### src/rtl/add_result_stage.sv
// Registered output stage for the ripple-carry adder: captures sum/carry, derives
// status flags and presents results through a two-entry skid buffer.
module add_result_stage #(
    parameter int WIDTH = 16,
    parameter int CNT_W = 8
) (
    input  logic             clk,
    input  logic             rst_n,
    input  logic             in_valid,
    output logic             in_ready,
    input  logic [WIDTH-1:0] in_sum,
    input  logic             in_cout,
    input  logic             in_a_msb,
    input  logic             in_b_msb,
    output logic             out_valid,
    input  logic             out_ready,
    output logic [WIDTH-1:0] out_sum,
    output logic             out_carry,
    output logic             out_zero,
    output logic             out_neg,
    output logic             out_ovf,
    input  logic             clr_cnt,
    output logic [CNT_W-1:0] ovf_cnt
);

    typedef struct packed {
        logic [WIDTH-1:0] sum;
        logic             carry;
        logic             zero;
        logic             neg;
        logic             ovf;
    } entry_t;

    typedef enum logic [1:0] {
        EMPTY = 2'd0,
        ONE   = 2'd1,
        FULL  = 2'd2
    } state_t;

    state_t           state_q, state_d;
    entry_t           main_q, main_d;
    entry_t           skid_q, skid_d;
    entry_t           new_entry;
    logic             in_ready_q, in_ready_d;
    logic             out_valid_q, out_valid_d;
    logic [CNT_W-1:0] ovf_cnt_q, ovf_cnt_d;
    logic             accept;
    logic             handoff;

    // Flags are derived once, at accept time, and travel with the entry.
    always_comb begin
        new_entry.sum   = in_sum;
        new_entry.carry = in_cout;
        new_entry.zero  = (in_sum == '0);
        new_entry.neg   = in_sum[WIDTH-1];
        new_entry.ovf   = (in_a_msb == in_b_msb) && (in_sum[WIDTH-1] != in_a_msb);
    end

    assign accept  = in_valid && in_ready_q;
    assign handoff = out_valid_q && out_ready;

    always_comb begin
        // NOTE: every signal written here gets a default first, so no path leaves it unassigned and no latch is inferred.
        state_d = state_q;
        main_d  = main_q;
        skid_d  = skid_q;
        unique case (state_q)
            EMPTY: begin
                if (accept) begin
                    main_d  = new_entry;
                    state_d = ONE;
                end
            end
            ONE: begin
                if (accept && handoff) begin
                    main_d = new_entry;
                end else if (accept) begin
                    skid_d  = new_entry;
                    state_d = FULL;
                end else if (handoff) begin
                    state_d = EMPTY;
                end
            end
            FULL: begin
                if (handoff) begin
                    main_d  = skid_q;
                    state_d = ONE;
                end
            end
            default: state_d = EMPTY;
        endcase
        // Ready/valid are registered copies of the next state, so in_ready never sees out_ready combinationally.
        in_ready_d  = (state_d != FULL);
        out_valid_d = (state_d != EMPTY);
    end

    always_comb begin
        ovf_cnt_d = ovf_cnt_q;
        if (clr_cnt) begin
            ovf_cnt_d = '0;
        end else if (accept && new_entry.ovf && (ovf_cnt_q != '1)) begin
            ovf_cnt_d = ovf_cnt_q + CNT_W'(1);
        end
    end

    always_ff @(posedge clk or negedge rst_n) begin
        if (!rst_n) begin
            state_q     <= EMPTY;
            main_q      <= '0;
            skid_q      <= '0;
            in_ready_q  <= 1'b1;
            out_valid_q <= 1'b0;
            ovf_cnt_q   <= '0;
        end else begin
            // NOTE: non-blocking assignments here so every flop samples the pre-edge values.
            state_q     <= state_d;
            main_q      <= main_d;
            skid_q      <= skid_d;
            in_ready_q  <= in_ready_d;
            out_valid_q <= out_valid_d;
            ovf_cnt_q   <= ovf_cnt_d;
        end
    end

    assign in_ready  = in_ready_q;
    assign out_valid = out_valid_q;
    assign out_sum   = main_q.sum;
    assign out_carry = main_q.carry;
    assign out_zero  = main_q.zero;
    assign out_neg   = main_q.neg;
    assign out_ovf   = main_q.ovf;
    assign ovf_cnt   = ovf_cnt_q;

endmodule

### config.mk
export PLATFORM = sky130hd
export DESIGN_NAME = add_result_stage
export DESIGN_NICKNAME = d
export VERILOG_FILES = /design/src/rtl/add_result_stage.sv
export SDC_FILE = /design/constraint.sdc
export NUM_CORES = 1
export LEC_CHECK = 0
export ABC_CLOCK_PERIOD_IN_PS = 2200
export CAP_MARGIN = 20
export CORE_MARGIN = 2
export CORE_UTILIZATION = 30
export DETAILED_ROUTE_END_ITERATION = 6
export PLACE_DENSITY = 0.59
export SYNTH_ARGS = -nofsm -noshare
export SYNTH_HDL_FRONTEND = slang
export SYNTH_SLANG_ARGS = --single-unit
### constraint.sdc
create_clock -name clk -period 2.2 [get_ports clk]
set_input_delay 0.44 -clock clk [delete_from_list [all_inputs] [get_ports clk]]
set_output_delay 0.44 -clock clk [all_outputs]
set_load 0.01 [all_outputs]
Yosys cells after proc, flatten, opt, wreduce, memory -nomap -nowiden
Index checks and enable logic that the tools add are counted.
{"block": "word_totals", "ff_bits": 52, "input_bits": 24, "out_inout_bits": 30, "wordCells": 50}
{"block": "classes", "add_sub_neg": 1, "n_eq_ne": 9, "mux": 12, "bitwise_logic": 1, "n_reduce_logical": 13}
{"cell": "20-bit 2-to-1 mux", "count": 3}
{"cell": "20-bit one-hot mux with 3 select lines", "count": 1}
{"cell": "16-bit zero test", "count": 1}
{"cell": "8-bit 2-to-1 mux", "count": 2}
{"cell": "2-bit 2-to-1 mux", "count": 5}
{"cell": "8-bit by 1-bit adder with 8-bit output (second input constant)", "count": 1}
{"cell": "2-bit != test (second input constant)", "count": 4}
{"cell": "8-bit != test (second input constant)", "count": 1}
{"cell": "1-bit logical AND", "count": 6}
{"cell": "2-bit one-hot mux with 3 select lines", "count": 1}
{"cell": "4-bit AND reduction", "count": 1}
{"cell": "2-bit nonzero test", "count": 2}
{"cell": "3-bit AND reduction", "count": 1}
{"cell": "3-bit nonzero test", "count": 1}
{"cell": "2-bit by 1-bit equality test with 1-bit output (second input constant)", "count": 1}
{"cell": "2-bit equality test (second input constant)", "count": 1}
{"cell": "2-bit zero test", "count": 1}
{"cell": "1-bit equality test", "count": 1}
{"cell": "1-bit != test", "count": 1}
{"cell": "1-bit inverter", "count": 1}

Logic depth before layout (Yosys ltp)
Gate-level depths: netlist of the first run.
{"block": "depth", "ltp_word": 6, "ltp_mapped": 6}

Worst setup path after synthesis of the first run
Ideal clock, no wire load.
{"block": "synth_path", "path_kind": "input-to-reg", "start": "in in_b_msb", "end": "reg ovf_cnt_q[5], in the netlist ovf_cnt[5]", "arrival_time_ps": 1748, "path_slack_ps": 375, "path_stages": 5, "n_path_buf": 1, "path_cell_list": "or3b_4 a21o_1 buf_6 or4_1 a21oi_1"}
{"block": "synth_between", "elab_chain_len": 5}
{"element": "from (decl)", "line": "14", "text": "input logic in_b_msb,"}
{"element": "1-bit equality test", "line": "56", "text": "new_entry.ovf = (in_a_msb == in_b_msb) && (in_sum[WIDTH-1] != in_a_msb);"}
{"element": "1-bit logical AND", "line": "56"}
{"element": "1-bit logical AND (2 in a row)", "line": "101", "text": "end else if (accept && new_entry.ovf && (ovf_cnt_q != '1)) begin"}
{"element": "2-bit nonzero test (no source line)"}
{"element": "to (signal assigned)", "line": "121", "text": "ovf_cnt_q <= ovf_cnt_d;"}
{"element": "to (decl)", "line": "46", "text": "logic [CNT_W-1:0] ovf_cnt_q, ovf_cnt_d;"}
Every way passes these cells.
A chain may end at the register's enable or synchronous reset.

Final worst setup path of the first run
{"block": "layout_path", "start": "in in_sum[15]", "end": "reg ovf_cnt_q[5], in the netlist ovf_cnt[5]"}
{"block": "layout_between", "elab_chain_len": 5}
{"element": "from (decl)", "line": "11", "text": "input logic [WIDTH-1:0] in_sum,"}
{"element": "1-bit != test", "line": "56"}
{"element": "1-bit logical AND", "line": "56"}
{"element": "1-bit logical AND (2 in a row)", "line": "101"}
{"element": "2-bit nonzero test (no source line)"}
Every way passes these cells.

==> results of run 1 <==
## cell usage after synthesis, types with 2 or more instances
cell / instances
inv_1: 2
dfrtp_1: 49
o31ai_1: 4
nor4_1: 4
o21bai_1: 2
a21oi_1: 25
a2111oi_0: 2
o21ai_0: 3
nand2_1: 10
or3_2: 3
nand4_1: 2
nand2b_1: 2
nand3_1: 4
nor2b_1: 2
buf_1: 3
mux2i_1: 20
mux2_2: 18
clkbuf_1: 6
or4_1: 2
nor2_1: 23
## routing by layer
| metal | vias up | share of wire (%) | GRT usage (%) |
|---|---|---|---|
| li1 | 847 | - | - |
| met1 | 834 | 49 | 16.3 |
| met2 | 30 | 46 | 19.6 |
| met3 | 4 | 3.5 | 2.82 |
| met4 | 0 | 1.0 | 3.79 |
| met5 | - | 0 | 0 |
## logic make-up (layout without fill, tap and decap cells)
family,after synthesis,in the layout,share of synthesized area (%)
flip-flops,50,50,55.1
adder cells (fa/ha/maj),1,1,0.551
buffers and inverters,14,73,2.86
AO/OA/AOI/OAI,43,43,11.1
multiplexers,38,38,17.7
AND/OR/NAND/NOR,57,57,12.6
## state kept, by name, indices dropped and copies added (netlist names)
name	count
out_zero	1
out_sum	16
state_q	2
in_ready	1
ovf_cnt	8
out_valid	1
out_ovf	1
skid_q	19
out_carry	1
## area by class of cell
| type | count | share of cell area (%) |
|---|---|---|
| Inverter | 2 | 0.244 |
| Tap cell | 99 | 4.02 |
| Multi-Input combinational cell | 139 | 31.5 |
| Timing Repair Buffer | 63 | 19.9 |
| Clock buffer | 5 | 2.23 |
| Clock inverter | 3 | 1.42 |
| Sequential cell | 50 | 40.7 |
## per-stage QoR
| stage | setup WS, ns | hold slack, ns |
|---|---|---|
| finish | 0.186 | 0.111 |
| CTS | 0.192 | 0.125 |
| global route | 0.124 | 0.146 |
| floorplan | 0.375 | 0.144 |
| global placement | -0.0982 | 0.461 |
| detailed placement | -0.126 | 0.461 |
## worst paths after layout
kind                            start     endpoint  slack (ns)
setup / recovery           in_sum[15]   ovf_cnt[5]        0.19
hold / removal                  rst_n  out_sum[12]        0.11
setup reg to reg             in_ready   ovf_cnt[5]        0.53
hold reg to reg             skid_q[2]    skid_q[2]        0.49
max in group asynchronous       rst_n   skid_q[17]        1.47
min in group clk            skid_q[2]    skid_q[2]        0.49
## power by group through the flow
| stage | Clock, mW | Combinational, mW | Sequential [mW] |
|---|---|---|---|
| 5_1_grt | 0.707 | 1.67 | 1.58 |
| 4_1_cts | 0.676 | 1.55 | 1.53 |
| 6_report | 0.652 | 1.51 | 1.53 |
| 3_3_place_gp | 0 | 1.51 | 1.54 |
| 3_5_place_dp | 0 | 1.54 | 1.55 |
| 2_1_floorplan | 0 | 0.775 | 1.59 |
==> impl_metrics.csv, run 1 <==
group,metric,value,unit
setup_path,critical_path_required,2.42,ns
setup_path,critPathBufInv,1,
drt,drc,0,
clock_tree,cts.clk_slew.worst_paths,0.10,ns
power_and_ir_drop,p_seq_share,41.4,%
drt,drt-initial-drc-count,58,
sta,rsz0062_at_grt,"no",
global_routing,grt_pass1_wl,8.29,mm
power_and_ir_drop,p_sw,1.19,mW
setup_path,crit_arrival,2.24,ns
logic_synthesis,yosysWarnings,0,
drt,wl_per_cell,13.7,microns
sta,slew_viol_final,0,
power_and_ir_drop,power_frac_comb,41.0,%
logic_synthesis,synthFlopType,"dfrtp_1",
global_routing,grt_use_total,12.2,%
place,placed_area,0.00297,sq mm
floorplan,ios,54,
outcome,status,"completed",
power_and_ir_drop,leakagePower,1.21,nW
setup_path,slowest_delay,0.52,ns
floorplan,rows,31,
finish,final_nets,286,
floorplan,die_width,91.0,microns
finish,layout_common_cells,"52 x clkdlybuf4s50_1, 49 x dfrtp_1, 25 x a21oi_1",
place,placedCellCount,353,
clock_tree,cts_setup_buffers,0,
logic_synthesis,synth.largest_area_cell,"dfrtp_1",
run,cap_viol_max_count,0,
drt,vias,1715,
finish,multiInputGateArea,971,sq um
setup_path,cp_cell_sequence,"clkdlybuf4s50_1, or3b_4, a21o_1, or4_1, a21oi_1",
clock_tree,h-tree-depth,2,
finish,layoutNonFillerInstCount,361,
setup_path,slowest_stage,"or4_1",
clock_tree,cts_resized,0,
logic_synthesis,async_reset_ff_share,100,%
finish,nFillCells,751,
power_and_ir_drop,power.total,3.70,mW
floorplan,core,0.00729,sq mm
global_routing,antenna_found_initial,0,
clock_tree,clk_latency,0.30,ns
finish,design_area,0.00308,sq mm
sta,worst_pin_slew,0.546,ns
setup_path,cp_top_family,"simple AND/OR/NAND/NOR gates",
global_routing,gr-total-overflow,0,
global_routing,grt_pass1_vias,1730,
power_and_ir_drop,power_density,1200,mW/mm^2
sta,setup_tns,0,ns
sta,fin_crit,2.01,ns
place,io_buffers,53,
sta,fin_crit_sh,91.5,%
min_path,hold_class,"in2async",
drt,wirelength,4.96,mm
place,dpl.hpwl,3.57,mm
sta,hold_violations,0,
clock_tree,cts_sinks,50,
clock_tree,holdBufCountCts,0,
logic_synthesis,synth_edf_count,0,
setup_path,worstSetupPathDepth,5,
sta,max_freq,497,MHz
global_routing,grt_max_degree,25,
floorplan,dieArea,0.00829,sq mm
finish,fin_util,42.2,%
logic_synthesis,synth_cell_types,37,
place,globalplace.congestion,0.766,
setup_path,reg2reg_depth,4,
logic_synthesis,synth_seq_area_share,55.1,%
logic_synthesis,synthesis.area,0.00227,sq mm
finish,drive_gt1_share,16.8,%
drt,detail-route-antenna-nets,0,
sta,slew_headroom,62.6,%
finish,syn_to_final_growth,35.6,%
logic_synthesis,synth_top_area_share,54.0,%
power_and_ir_drop,p_int,2.51,mW
setup_path,critPathLaunchType,"input port",
logic_synthesis,synth_cells,203,
clock_tree,clockBufferDepth,2,
finish,regArea,0.00125,sq mm
floorplan,initial_core_util,31.2,%
sta,fin_worst_skew,0.00615,ns
drt,drt-vias-per-instance,4.75,
clock_tree,cts-root-buf,"clkbuf_8",
finish,antenna_cells,0,
power_and_ir_drop,p_sw_share,32.2,%
logic_synthesis,ys_seq_elements,50,
setup_path,worst_setup_path_end_kind,"flip-flop",
setup_path,cp_max_fo,10,
floorplan,fp.dieH,91.0,microns
power_and_ir_drop,pwr-share-clk,17.7,%
finish,layout_commonest_cell,"clkdlybuf4s50_1",
clock_tree,cts_inserted_buffers,5,
drt,first_pass_iters,4,
clock_tree,cts_tree,"built",
logic_synthesis,avgSynthCellArea,11.2,sq um
logic_synthesis,synth_area_leaders,"dfrtp_1 54%, mux2_2 8.9%, mux2i_1 8.8%",
setup_path,worstSetupPathType,"in2reg",
sta,setup_viol,0,
logic_synthesis,synth_nets,228,
power_and_ir_drop,ir_drop,0.462,mV
No activity file was read; power rests on OpenSTA's default activity.
==> inputs of run 2 (changes only) <==
--- a/config.mk
+++ b/config.mk
@@ -8,9 +8,9 @@
 export ABC_CLOCK_PERIOD_IN_PS = 2200
 export CAP_MARGIN = 20
 export CORE_MARGIN = 2
-export CORE_UTILIZATION = 30
+export CORE_UTILIZATION = 45
 export DETAILED_ROUTE_END_ITERATION = 6
-export PLACE_DENSITY = 0.59
+export PLACE_DENSITY = 0.79
 export SYNTH_ARGS = -nofsm -noshare
 export SYNTH_HDL_FRONTEND = slang
 export SYNTH_SLANG_ARGS = --single-unit
==> run 2 against run 1 <==
Critical path depth is the same. Sequential power about the same. Count of clock-buffer cells in the layout increased by 1. Sequential share of layout area up 0.98 points. Register-to-register slack improved by 0.03 ns. Worst setup slack better by 0.0051 ns. Sequential cell count unchanged. Via count is 0.17% lower. Die area fell by 32%. Global-route usage rose by 5.2 points. Critical endpoint is now ovf_cnt[4].
==> impl_metrics.csv, run 2 (synthesized netlist as in run 1, its figures left out) <==
group,metric,value,unit
setup_path,slowest_stage,"or4_1",
sta,max_freq,498,MHz
run,cap_viol_max_count,0,
floorplan,die_width,75.1,microns
setup_path,r2r_slack,0.56,ns
global_routing,grt.busiest_layer,"met2",
setup_path,slowest_delay,0.52,ns
setup_path,critPathLaunchType,"input port",
drt,wirelength,4.55,mm
place,dpl.hpwl,3.31,mm
place,globalplace.congestion,0.778,
setup_path,cp_max_fo,9,
setup_path,cp_top_family,"simple AND/OR/NAND/NOR gates",
global_routing,gr-usage-met3,3.35,%
finish,syn_to_final_growth,32.4,%
clock_tree,cts_setup_buffers,0,
clock_tree,cts_tree,"built",
floorplan,ios,54,
sta,setup_viol,0,
sta,whs,0.226,ns
setup_path,cp_cell_sequence,"clkdlybuf4s50_1, or3b_4, a21o_1, or4_1, a21oi_1",
sta,hold_violations,0,
global_routing,antenna_found_initial,0,
setup_path,crit_arrival,2.23,ns
clock_tree,cts_sinks,50,
finish,drive_gt1_share,16.1,%
drt,vias,1712,
global_routing,gr-total-overflow,0,
clock_tree,cts.clk_slew.worst_paths,0.09,ns
floorplan,rows,25,
setup_path,critical_path_required,2.42,ns
sta,slew_headroom,59.0,%
sta,fin_worst_skew,0.00944,ns
global_routing,grtUsageMet1,24.8,%
min_path,hold_class,"in2async",
sta,fin_crit,2.01,ns
floorplan,core,0.00479,sq mm
global_routing,grt_use_total,17.4,%
floorplan,initial_core_util,47.5,%
finish,fin_util,62.8,%
sta,slew_viol_final,0,
floorplan,fp.dieH,75.1,microns
global_routing,met2_usage,27.0,%
clock_tree,clockBufferDepth,2,
sta,rsz0062_at_grt,"no",
clock_tree,cts_inserted_buffers,5,
place,io_buffers,53,
setup_path,critPathBufInv,1,
drt,wl_per_cell,13.9,microns
finish,layout_commonest_cell,"clkdlybuf4s50_1",
drt,first_pass_iters,4,
finish,antenna_cells,0,
global_routing,grt_max_degree,51,
finish,largest-register,"skid_q",
drt,drt-vias-per-instance,5.22,
setup_path,worstSetupPathType,"in2reg",
clock_tree,cts_resized,0,
power_and_ir_drop,leakagePower,1.19,nW
clock_tree,holdBufCountCts,0,
outcome,status,"completed",
global_routing,grt_pass1_wl,7.37,mm
global_routing,grt_pass1_vias,1504,
sta,fin_crit_sh,91.3,%
power_and_ir_drop,power.total,3.55,mW
finish,nFillCells,377,
clock_tree,h-tree-depth,2,
drt,drt-initial-drc-count,119,
clock_tree,cts-root-buf,"clkbuf_8",
finish,final_nets,286,
finish,layout_common_cells,"52 x clkdlybuf4s50_1, 49 x dfrtp_1, 25 x a21oi_1",
floorplan,dieArea,0.00563,sq mm
finish,largest_reg_flops,19,
power_and_ir_drop,ir_drop,0.752,mV
setup_path,worst_setup_path_end_kind,"flip-flop",
drt,detail-route-antenna-nets,0,
sta,worst_pin_slew,0.615,ns
drt,drc,0,
power_and_ir_drop,power_density,1180,mW/mm^2
clock_tree,clk_latency,0.29,ns
==> run 2: cell count changes in the layout (fill, tap and decap cells not counted), sizes merged <==
cell	previous run	this run
clkinv	1	0
bufinv	1	0
inv	3	2
clkbuf	5	6
clkinvlp	0	1
==> run 2: path summary, 6_finish.rpt <==
| check | startpoint | end | cells past startpoint |
|---|---|---|---|
| min reg2reg | skid_q[9] | skid_q[9] | 1 |
| max | in_sum[15] | ovf_cnt[4] | 5 |
| max reg2reg | ovf_cnt[1] | ovf_cnt[6] | 5 |
| min in group clk | skid_q[9] | skid_q[9] | 1 |
| min | rst_n | ovf_cnt[1] | 2 |
| max in group asynchronous | rst_n | ovf_cnt[6] | 2 |
==> run 2: metrics by stage <==
stage,std cells,TNS (ns),area [sq um],setup WS [ns]
after floorplan,203,0,2270,0.375
after global placement,321,-0.202,2930,-0.0756
after detailed placement,321,-0.422,2930,-0.112
after CTS,328,0,3010,0.199
after global routing,328,0,3010,0.135
final,328,0,3010,0.191
==> run 2: metal layers <==
metal | vias to the layer above | share of wire [%]
li1 | 845 | -
met1 | 837 | 46
met2 | 26 | 50
met3 | 4 | 2.7
met4 | 0 | 0.94
met5 | - | 0
==> run 2: cell type report <==
| type | instances | area, sq um | area share, % |
|---|---|---|---|
| flip-flops and latches | 50 | 1250 | 41.6 |
| multi-input cells | 139 | 971 | 32.3 |
| repair buffers | 63 | 613 | 20.4 |
| well taps | 67 | 83.8 | 2.79 |
| clock buffers | 6 | 72.6 | 2.41 |
| clock inverters | 1 | 7.51 | 0.250 |
| inverters | 2 | 7.51 | 0.250 |
==> run 2: worst register-to-register path, delay by kind of cell, from the launching register on <==
kind                     cells  cell delay [ns]
AO/OA/AOI/OAI                2             0.71
flip-flops                   1             0.41
adder cells (fa/ha/maj)      1             0.24
AND/OR/NAND/NOR              2             0.19
==> run 2: report_power, final <==
group	switching, mW	total, mW	internal [mW]	leakage [nW]
Combinational	0.663	1.53	0.863	0.550
Clock	0.276	0.495	0.218	0.0373
Sequential	0.221	1.53	1.31	0.598
Total	1.16	3.55	2.39	1.19
==> inputs of run 3 (changes only) <==
--- a/config.mk
+++ b/config.mk
@@ -10,7 +10,7 @@
 export CORE_MARGIN = 2
 export CORE_UTILIZATION = 45
 export DETAILED_ROUTE_END_ITERATION = 6
-export PLACE_DENSITY = 0.79
+export PLACE_DENSITY = 0.73
 export SYNTH_ARGS = -nofsm -noshare
 export SYNTH_HDL_FRONTEND = slang
 export SYNTH_SLANG_ARGS = --single-unit
==> run 3 against run 2 <==
Total power up 4.3%. Clock skew about the same. Final cell count rose by 0.61%. Count of clock-buffer cells in the layout shrank 1. Highest routed layer unchanged. Die area is the same. Utilization is 0.89 points higher.
==> impl_metrics.csv, run 3 (synthesized netlist as in run 1, its figures left out) <==
group,metric,value,unit
setup_path,reg2reg_depth,6,
global_routing,grtUsageMet1,24.1,%
setup_path,critPathLaunchType,"input port",
clock_tree,cts_tree,"built",
clock_tree,h-tree-depth,2,
clock_tree,cts.clk_slew.worst_paths,0.09,ns
global_routing,grt_max_degree,51,
finish,largest-register,"skid_q",
finish,largest_reg_flops,19,
global_routing,grt.busiest_layer,"met2",
place,placed_area,0.00294,sq mm
sta,hold_violations,0,
clock_tree,cts_setup_buffers,0,
outcome,status,"completed",
clock_tree,cts_sinks,50,
floorplan,rows,25,
setup_path,r2r-start,"in_ready",
finish,syn_to_final_growth,34.3,%
finish,drive_gt1_share,17.1,%
global_routing,grt_pass1_wl,7.65,mm
sta,setup_viol,0,
setup_path,crit_arrival,2.22,ns
finish,layout_common_cells,"52 x clkdlybuf4s50_1, 49 x dfrtp_1, 25 x a21oi_1",
power_and_ir_drop,leakagePower,1.21,nW
drt,drc,0,
clock_tree,holdBufCountCts,0,
drt,drt-initial-drc-count,142,
clock_tree,clk_latency,0.30,ns
finish,nFillCells,403,
finish,antenna_cells,0,
floorplan,dieArea,0.00563,sq mm
sta,layout_setup_ws,0.193,ns
sta,max_freq,498,MHz
finish,fin_util,63.7,%
drt,wl_per_cell,13.8,microns
power_and_ir_drop,ir_drop,0.646,mV
global_routing,gr-usage-met3,4.42,%
drt,vias,1703,
place,pre_cts_ws,-0.150,ns
drt,drt-vias-per-instance,5.16,
place,io_buffers,53,
setup_path,worstSetupPathType,"in2reg",
global_routing,grt_use_total,18.2,%
floorplan,core,0.00479,sq mm
global_routing,grt_pass1_vias,1644,
floorplan,fp.dieH,75.1,microns
setup_path,r2r_slack,0.46,ns
sta,whs,0.231,ns
floorplan,initial_core_util,47.5,%
setup_path,worst_r2r_endpoint,"ovf_cnt[6]",
finish,final_nets,288,
power_and_ir_drop,power.total,3.70,mW
min_path,hold_class,"in2async",
clock_tree,clockBufferDepth,2,
clock_tree,cts-root-buf,"clkbuf_8",
setup_path,critical_path_required,2.42,ns
global_routing,antenna_found_initial,0,
power_and_ir_drop,power_density,1210,mW/mm^2
place,globalplace.congestion,0.800,
sta,slew_headroom,57.8,%
global_routing,gr-total-overflow,0,
floorplan,ios,54,
sta,fin_crit,2.01,ns
sta,slew_viol_final,0,
drt,first_pass_iters,4,
setup_path,cp_max_fo,4,
setup_path,worst_setup_path_end_kind,"flip-flop",
sta,rsz0062_at_grt,"no",
sta,worst_pin_slew,0.632,ns
global_routing,met2_usage,28.9,%
finish,design_area,0.00305,sq mm
sta,fin_worst_skew,0.00918,ns
floorplan,die_width,75.1,microns
clock_tree,cts_inserted_buffers,5,
drt,detail-route-antenna-nets,0,
sta,fin_crit_sh,91.2,%
run,cap_viol_max_count,0,
clock_tree,cts_resized,0,
drt,wirelength,4.57,mm
finish,layout_commonest_cell,"clkdlybuf4s50_1",
place,dpl.hpwl,3.33,mm
-- run 3: cell types whose count changed in the layout (fill, tap and decap cells not counted) --
cell	before	now
buf_4	9	11
bufinv_16	0	1
clkbuf_1	1	0
clkinv_4	0	1
clkinvlp_4	1	0
-- run 3: final cells by class --
cell class | count | area (sq um) | area share (%)
clock buffers | 5 | 68.8 | 2.26
clock inverters | 2 | 38.8 | 1.27
inverters | 2 | 7.51 | 0.246
multi-input cells | 139 | 971 | 31.8
flip-flops and latches | 50 | 1250 | 41.1
well taps | 67 | 83.8 | 2.75
repair buffers | 65 | 628 | 20.6
-- run 3: how the worst max path moves through the flow --
stage	end	cells past startpoint	startpoint
2_1_floorplan	ovf_cnt[5]	5	in_b_msb
3_3_place_gp	ovf_cnt[5]	5	in_sum[15]
3_5_place_dp	ovf_cnt[6]	6	in_sum[15]
4_1_cts	ovf_cnt[6]	6	in_sum[15]
5_1_grt	ovf_cnt[6]	6	in_sum[15]
6_report	ovf_cnt[6]	6	in_sum[15]
-- run 3: critical path, cell delays in order --
cell	delay (ns)
clkdlybuf4s50_1	0.48
or3b_4	0.39
a2111oi_0	0.47
buf_4	0.20
nor2_1	0.03
a211oi_1	0.21
-- run 3: report_power, final --
part	leakage, nW	total (mW)	internal (mW)	switching (mW)
logic	0.557	1.54	0.880	0.662
clock network	0.0542	0.636	0.335	0.301
registers	0.598	1.52	1.31	0.216
total	1.21	3.70	2.52	1.18
-- run 3: metal layers --
metal,routed length (microns),vias to the layer above,share of wire [%]
met1,2130,814,47
met2,2140,38,47
li1,-,845,-
met4,77,0,1.7
met5,0,-,0
met3,221,6,4.8
-- run 3: through the flow --
stage / TNS (ns) / std cells
floorplan: 0 / 203
global placement: -0.322 / 323
detailed placement: -0.604 / 323
CTS: 0 / 330
global route: 0 / 330
finish: 0 / 330
